`config.mk`:
```
export PLATFORM = sky130hd
export DESIGN_NAME = bfly2_tw_pipe_flat
export DESIGN_NICKNAME = d
export VERILOG_FILES = /design/src/rtl/bfly2_tw_pipe_if.sv /design/src/rtl/bfly2_tw_pipe.sv /design/src/flat_wrapper.sv
export SDC_FILE = /design/constraint.sdc
export NUM_CORES = 2
export LEC_CHECK = 0
export ABC_CLOCK_PERIOD_IN_PS = 20600
export CAP_MARGIN = 20
export CORE_MARGIN = 4
export CORE_UTILIZATION = 55
export CTS_CLUSTER_DIAMETER = 120
export CTS_CLUSTER_SIZE = 8
export DETAILED_ROUTE_END_ITERATION = 10
export DONT_BUFFER_PORTS = 1
export MAX_ROUTING_LAYER = met4
export PLACE_DENSITY_LB_ADDON = 0.12
export SYNTH_ARGS = -nofsm -noshare
export SYNTH_HDL_FRONTEND = slang
export SYNTH_SLANG_ARGS = --single-unit
```
`constraint.sdc`:
```
create_clock -name clk -period 20.6 [get_ports clk]
set_input_delay 5.15 -clock clk [delete_from_list [all_inputs] [get_ports clk]]
set_output_delay 5.15 -clock clk [all_outputs]
set_load 0.05 [all_outputs]
```
`src/rtl/bfly2_tw_pipe_if.sv`:
```
// Streaming port bundle for the radix-2 twiddle butterfly: input beat, output beat and overflow status.
// The DUT connects through the slave modport; the producer/consumer side uses master.
interface bfly2_tw_pipe_if #(
    parameter int unsigned WIDTH = 10,
    parameter int unsigned TW_W  = 10
);
    logic                    in_valid;
    logic                    in_ready;
    logic signed [WIDTH-1:0] din1_re;
    logic signed [WIDTH-1:0] din1_im;
    logic signed [WIDTH-1:0] din2_re;
    logic signed [WIDTH-1:0] din2_im;
    logic signed [TW_W-1:0]  tw_re;
    logic signed [TW_W-1:0]  tw_im;
    logic                    scale_en;
    logic                    out_valid;
    logic                    out_ready;
    logic signed [WIDTH:0]   dout1_re;
    logic signed [WIDTH:0]   dout1_im;
    logic signed [WIDTH:0]   dout2_re;
    logic signed [WIDTH:0]   dout2_im;
    logic                    ovf;
    logic                    ovf_sticky;
    logic                    ovf_clr;

    modport master (
        output in_valid, din1_re, din1_im, din2_re, din2_im, tw_re, tw_im, scale_en,
        output out_ready, ovf_clr,
        input  in_ready, out_valid, dout1_re, dout1_im, dout2_re, dout2_im, ovf, ovf_sticky
    );

    modport slave (
        input  in_valid, din1_re, din1_im, din2_re, din2_im, tw_re, tw_im, scale_en,
        input  out_ready, ovf_clr,
        output in_ready, out_valid, dout1_re, dout1_im, dout2_re, dout2_im, ovf, ovf_sticky
    );
endinterface

```
`src/rtl/bfly2_tw_pipe.sv`:
```
// Three-stage radix-2 butterfly with twiddle on the difference leg: add/sub, complex multiply,
// then round, optional per-beat halving and saturation. Whole pipeline stalls on output backpressure.
module bfly2_tw_pipe #(
    parameter int unsigned SIG    = 1,
    parameter int unsigned INT    = 3,
    parameter int unsigned FLT    = 6,
    parameter int unsigned TW_FLT = 8
) (
    input logic            clk,
    input logic            rst_n,
    bfly2_tw_pipe_if.slave io
);
    localparam int unsigned WIDTH = SIG + INT + FLT;
    localparam int unsigned TW_W  = TW_FLT + 2;
    localparam int unsigned OW    = WIDTH + 1;
    localparam int unsigned OW1   = OW + 1;
    localparam int unsigned PW    = WIDTH + TW_W + 2;
    localparam int unsigned RW    = PW + 1;

    localparam logic signed [RW-1:0] OMAX  = (RW'(1) <<< (OW - 1)) - RW'(1);
    localparam logic signed [RW-1:0] OMIN  = -(RW'(1) <<< (OW - 1));
    localparam logic signed [RW-1:0] HALF0 = RW'(1) <<< (TW_FLT - 1);
    localparam logic signed [RW-1:0] HALF1 = RW'(1) <<< TW_FLT;

    // Round half up by TW_FLT (+1 when halving), then clamp; MSB of result flags saturation.
    function automatic logic [OW:0] rnd_sat(input logic signed [PW-1:0] p, input logic sc);
        logic signed [RW-1:0] r;
        if (sc) r = (RW'(p) + HALF1) >>> (TW_FLT + 1);
        else    r = (RW'(p) + HALF0) >>> TW_FLT;
        if (r > OMAX)      rnd_sat = {1'b1, OMAX[OW-1:0]};
        else if (r < OMIN) rnd_sat = {1'b1, OMIN[OW-1:0]};
        else               rnd_sat = {1'b0, r[OW-1:0]};
    endfunction

    function automatic logic signed [OW-1:0] half_sum(input logic signed [OW-1:0] s, input logic sc);
        logic signed [OW:0] t;
        t = OW1'(s) + OW1'(1);
        half_sum = sc ? OW'(t >>> 1) : s;
    endfunction

    logic adv;

    logic                 v1, sc1;
    logic signed [OW-1:0] sum_re1, sum_im1, dif_re1, dif_im1;
    logic signed [TW_W-1:0] twr1, twi1;

    logic                 v2, sc2;
    logic signed [OW-1:0] sum_re2, sum_im2;
    logic signed [PW-1:0] p_re2, p_im2;

    logic                 v3, ovf3, sticky;
    logic signed [OW-1:0] d1re3, d1im3, d2re3, d2im3;

    logic [OW:0] r_re_c, r_im_c;

    // A single advance enable moves every stage together; a full output stalls everything.
    assign adv         = io.out_ready | ~v3;
    assign io.in_ready = adv;

    // S1: sum and difference legs, twiddle and mode captured alongside.
    always_ff @(posedge clk or negedge rst_n) begin
        if (!rst_n) begin
            v1      <= 1'b0;
            sc1     <= 1'b0;
            sum_re1 <= '0;
            sum_im1 <= '0;
            dif_re1 <= '0;
            dif_im1 <= '0;
            twr1    <= '0;
            twi1    <= '0;
        end else if (adv) begin
            v1      <= io.in_valid;
            sc1     <= io.scale_en;
            sum_re1 <= OW'(io.din1_re) + OW'(io.din2_re);
            sum_im1 <= OW'(io.din1_im) + OW'(io.din2_im);
            dif_re1 <= OW'(io.din1_re) - OW'(io.din2_re);
            dif_im1 <= OW'(io.din1_im) - OW'(io.din2_im);
            twr1    <= io.tw_re;
            twi1    <= io.tw_im;
        end
    end

    // S2: full-precision complex multiply of the difference leg.
    always_ff @(posedge clk or negedge rst_n) begin
        if (!rst_n) begin
            v2      <= 1'b0;
            sc2     <= 1'b0;
            sum_re2 <= '0;
            sum_im2 <= '0;
            p_re2   <= '0;
            p_im2   <= '0;
        end else if (adv) begin
            v2      <= v1;
            sc2     <= sc1;
            sum_re2 <= sum_re1;
            sum_im2 <= sum_im1;
            p_re2   <= PW'(dif_re1) * PW'(twr1) - PW'(dif_im1) * PW'(twi1);
            p_im2   <= PW'(dif_re1) * PW'(twi1) + PW'(dif_im1) * PW'(twr1);
        end
    end

    assign r_re_c = rnd_sat(p_re2, sc2);
    assign r_im_c = rnd_sat(p_im2, sc2);

    // S3: rounded/scaled results; ovf only ever set together with a valid beat.
    always_ff @(posedge clk or negedge rst_n) begin
        if (!rst_n) begin
            v3    <= 1'b0;
            ovf3  <= 1'b0;
            d1re3 <= '0;
            d1im3 <= '0;
            d2re3 <= '0;
            d2im3 <= '0;
        end else if (adv) begin
            v3    <= v2;
            ovf3  <= v2 & (r_re_c[OW] | r_im_c[OW]);
            d1re3 <= half_sum(sum_re2, sc2);
            d1im3 <= half_sum(sum_im2, sc2);
            d2re3 <= r_re_c[OW-1:0];
            d2im3 <= r_im_c[OW-1:0];
        end
    end

    // Sticky flag: a set on an accepted beat wins over a same-cycle clear.
    always_ff @(posedge clk or negedge rst_n) begin
        if (!rst_n) sticky <= 1'b0;
        else        sticky <= (v3 & io.out_ready & ovf3) | (sticky & ~io.ovf_clr);
    end

    assign io.out_valid  = v3;
    assign io.ovf        = ovf3;
    assign io.ovf_sticky = sticky;
    assign io.dout1_re   = d1re3;
    assign io.dout1_im   = d1im3;
    assign io.dout2_re   = d2re3;
    assign io.dout2_im   = d2im3;
endmodule

```
`src/flat_wrapper.sv`:
```
// flat-port wrapper written by rule: the top's interface ports become plain ports
module bfly2_tw_pipe_flat 
#(
    parameter int unsigned SIG    = 1,
    parameter int unsigned INT    = 3,
    parameter int unsigned FLT    = 6,
    parameter int unsigned TW_FLT = 8
)
  (clk, rst_n, io_in_valid, io_din1_re, io_din1_im, io_din2_re, io_din2_im, io_tw_re, io_tw_im, io_scale_en, io_out_ready, io_ovf_clr, io_in_ready, io_out_valid, io_dout1_re, io_dout1_im, io_dout2_re, io_dout2_im, io_ovf, io_ovf_sticky);
  bfly2_tw_pipe_if #(.WIDTH((SIG + INT + FLT)), .TW_W((TW_FLT + 2))) io_i ();
  input logic clk;
  input logic rst_n;
  input wire logic [$bits(io_i.in_valid)-1:0] io_in_valid;
  input wire logic [$bits(io_i.din1_re)-1:0] io_din1_re;
  input wire logic [$bits(io_i.din1_im)-1:0] io_din1_im;
  input wire logic [$bits(io_i.din2_re)-1:0] io_din2_re;
  input wire logic [$bits(io_i.din2_im)-1:0] io_din2_im;
  input wire logic [$bits(io_i.tw_re)-1:0] io_tw_re;
  input wire logic [$bits(io_i.tw_im)-1:0] io_tw_im;
  input wire logic [$bits(io_i.scale_en)-1:0] io_scale_en;
  input wire logic [$bits(io_i.out_ready)-1:0] io_out_ready;
  input wire logic [$bits(io_i.ovf_clr)-1:0] io_ovf_clr;
  output wire logic [$bits(io_i.in_ready)-1:0] io_in_ready;
  output wire logic [$bits(io_i.out_valid)-1:0] io_out_valid;
  output wire logic [$bits(io_i.dout1_re)-1:0] io_dout1_re;
  output wire logic [$bits(io_i.dout1_im)-1:0] io_dout1_im;
  output wire logic [$bits(io_i.dout2_re)-1:0] io_dout2_re;
  output wire logic [$bits(io_i.dout2_im)-1:0] io_dout2_im;
  output wire logic [$bits(io_i.ovf)-1:0] io_ovf;
  output wire logic [$bits(io_i.ovf_sticky)-1:0] io_ovf_sticky;
  assign io_i.in_valid = io_in_valid;
  assign io_i.din1_re = io_din1_re;
  assign io_i.din1_im = io_din1_im;
  assign io_i.din2_re = io_din2_re;
  assign io_i.din2_im = io_din2_im;
  assign io_i.tw_re = io_tw_re;
  assign io_i.tw_im = io_tw_im;
  assign io_i.scale_en = io_scale_en;
  assign io_i.out_ready = io_out_ready;
  assign io_i.ovf_clr = io_ovf_clr;
  assign io_in_ready = io_i.in_ready;
  assign io_out_valid = io_i.out_valid;
  assign io_dout1_re = io_i.dout1_re;
  assign io_dout1_im = io_i.dout1_im;
  assign io_dout2_re = io_i.dout2_re;
  assign io_dout2_im = io_i.dout2_im;
  assign io_ovf = io_i.ovf;
  assign io_ovf_sticky = io_i.ovf_sticky;
  bfly2_tw_pipe #(.SIG(SIG), .INT(INT), .FLT(FLT), .TW_FLT(TW_FLT)) u_core (.clk(clk), .rst_n(rst_n), .io(io_i));
endmodule
```
==> results.md <==
- Outcome: finished, final reports clean
- Post-Syn Nets: 4085
- Post-Synth Adder-Cell Area: 41.5%
- Sum Neg Setup Slack: 0 ps
- Core area: 0.0503 sq mm
- # clock sinks: 165
- Simple-Gate Fraction of Synth Area: 17.9%
- Setup bufs post-CTS: 0
- Worst path max stage delay: 200 ps
- Most common cell after layout, fill and taps aside: inv_1
- Vias in the first global route: 22582
- Clk_lat worst skew: 460 ps
- Clock skew: 19.2 ps
- Crit-path slowest cell: nor2b_4
- Routability-driven placement congestion ratio: 0.922
- Crit share post-route: 51.7%
- Peak fanout along the critical path: 5
- #FFs+latches synth: 165
- Most frequent cells in the layout: inv_1 (628), nand2_1 (504), fa_1 (400), ha_1 (290), and2_1 (186)
- Critical Path AT: 5510 ps
- Row count: 82
- Initial DRC count: 1266
- EDFF count, synth: 0
- Synth Area per Inst: 8.43 sq um
- Port Buffers: 0
- Fmax: 0.0938 GHz
- # resized after CTS: 0
- GR Util All Layers: 27.4%
- Ports: 114
- Die area: 0.0547 sq mm
- Filler Cell Count: 4643
- Top FF cell, synth: dfrtp_1
- Startpoint Class: primary input
- Synth Area in Compound Gates: 10.2%
- Final Hold Fails: 0
- Slew Viols, Final: 0
- Async S/R FF share, synth: 100%
- WL final: 69300 um
- CP top delay family: simple AND/OR/NAND/NOR gates
- Die Height: 234 um
- GR Overflow Total: 0
- DR vias: 21646
- Req. time, crit path: 15450 ps
- Via density: 5.54
- Antenna viol nets, final: 0
- HP Class: flip-flop to flip-flop
- Bufs and invs on worst path: 1
- Max H-tree Level: 4
- Root Buffer: clkbuf_16
- Mapped Cells: 3329
- Worst-path clk slew: 70 ps
- Crit path cell chain: nor2b_4, inv_4
- Routed WL per cell: 17.7 um
- Post-synthesis mux area share: 0.334%
- Crit. End Element: primary output
- CTS Hold Bufs: 0
- Post-synthesis sequential area ratio: 14.7%
- Register area: 0.00413 sq mm
- Fin crit period: 10660 ps
- Pin count of the biggest net entering global routing: 178
- Clock buffer depth: 2
- Largest family of logic cells by synthesized area: adder cells
- Initial antenna violation count: 3
- DR pass1 iterations: 5
- Max-cap violations: 0
- CTS tree: done
- Nets: 3977
- Xor/xnor share of the synthesized area: 4.71%
- First-pass GRT wire length: 115000 um
- Detailed-route DRC error count: 0
- Die Span X: 234 um
- Setup violators final: 0
- Area of the multi-input gates: 0.0209 sq mm
- Num CTS Buffers: 17
- Layout overhead on the synthesized area: 3.82%
- Slew headroom: 25.4%
- Share of layout cells above drive strength 1: 3.09%
- Warnings from Yosys: 0
- Initial core utilization: 55.8%
- Unique masters post-synth: 84
- Critical path class: primary input to primary output
- RSZ-0062 raised after global routing: false
- Cell area after synthesis: 0.0281 sq mm
- Post-detail-place hpwl: 54200 um
- Worst Tran Pin Value: 1100 ps
synth_stat cells (all sizes together), types with 6 or more instances:
cell type / count / area (sq um)
xor2: 35 / 307
xnor2: 116 / 1020
a31oi: 18 / 113
nand4: 15 / 106
o21a: 13 / 97.6
o31ai: 27 / 240
buf: 33 / 168
o2111ai: 8 / 70.1
and4: 7 / 63.8
nor4: 6 / 37.5
nand3: 51 / 265
mux2i: 6 / 60.1
o21bai: 13 / 97.6
nand2: 506 / 1910
and2: 186 / 1160
ha: 290 / 3630
nor3: 37 / 185
o21ai: 119 / 596
inv: 629 / 2360
dfrtp: 165 / 4130
a21oi: 138 / 694
clkbuf: 124 / 467
o211ai: 17 / 138
nor2b: 17 / 106
nand2b: 23 / 144
a21boi: 12 / 90.1
fa: 400 / 8010
nor3b: 6 / 50.1
or3: 10 / 67.6
o22ai: 7 / 43.8
nor2: 169 / 634
a21o: 24 / 180
and3: 24 / 150
a211oi: 17 / 128
layout make-up:
type / instances / area share (%)
tap: 672 / 2.89
clock buffer: 17 / 1.46
clock inverter: 15 / 0.640
antenna: 1 / 0.00859
timing repair buffer: 30 / 0.816
multi-input combinational: 2376 / 71.9
sequential: 165 / 14.2
inverter: 631 / 8.14
final timing paths:
path	start	endpoint	slack, ps	depth (start not counted)
min in group asynchronous	rst_n	u_core.io.dout2_im[5]	4400	0
min reg2reg	u_core.v2	u_core.v2	470	2
max reg2reg	u_core.twr1[9]	u_core.p_re2[19]	12530	25
min	u_core.v2	u_core.v2	470	2
max	io_out_ready	io_in_ready	9940	2
max in group asynchronous	rst_n	u_core.twi1[2]	15910	0
registers in the layout, indices dropped and copies added (netlist names), 11 cells and up:
| register | count |
|---|---|
| u_core.io.dout1_im | 11 |
| u_core.sum_re2 | 11 |
| u_core.p_re2 | 15 |
| u_core.io.dout1_re | 11 |
| u_core.io.dout2_re | 11 |
| u_core.io.dout2_im | 11 |
| u_core.sum_im1 | 11 |
| u_core.p_im2 | 15 |
| u_core.dif_re1 | 11 |
| u_core.sum_im2 | 11 |
cells by family (layout without fill, tap and decap cells):
family / after synthesis / count (layout)
other: 0 / 1
AO/OA/AOI/OAI: 452 / 452
XOR/XNOR: 151 / 151
buffers and inverters: 788 / 693
multiplexers: 9 / 9
adder cells (fa/ha/maj): 690 / 690
flip-flops: 165 / 165
AND/OR/NAND/NOR: 1074 / 1074
stage by stage:
step                area [sq um]  utilization [%]  hold slack, ps  std cells  setup WS [ps]
detailed placement         28500             56.7             453       3874           9930
floorplan                  28100                -             430       3329           9160
CTS                        29100             58.0             470       3906           9930
global route               29100             58.0             486       3907           9920
global placement           28500             56.7             444       3874           9960
finish                     29100             58.0             471       3907           9940
routing by layer:
layer | GRT usage (%) | part of all wire (%) | routed length (um)
met1 | 34.5 | 42 | 29000
met2 | 44.2 | 47 | 32800
met3 | 5.31 | 6.7 | 4640
met4 | 10.0 | 4.2 | 2930
met5 | - | 0 | 0
tightest hold or removal path, stage by stage (launching register included):
cell and delay, ps:
dfrtp_1 340, nand2_1 50, nand2_1 50
Power is not shown: default switching activity piles up to over one toggle a cycle in this logic, so the estimate is an artifact.
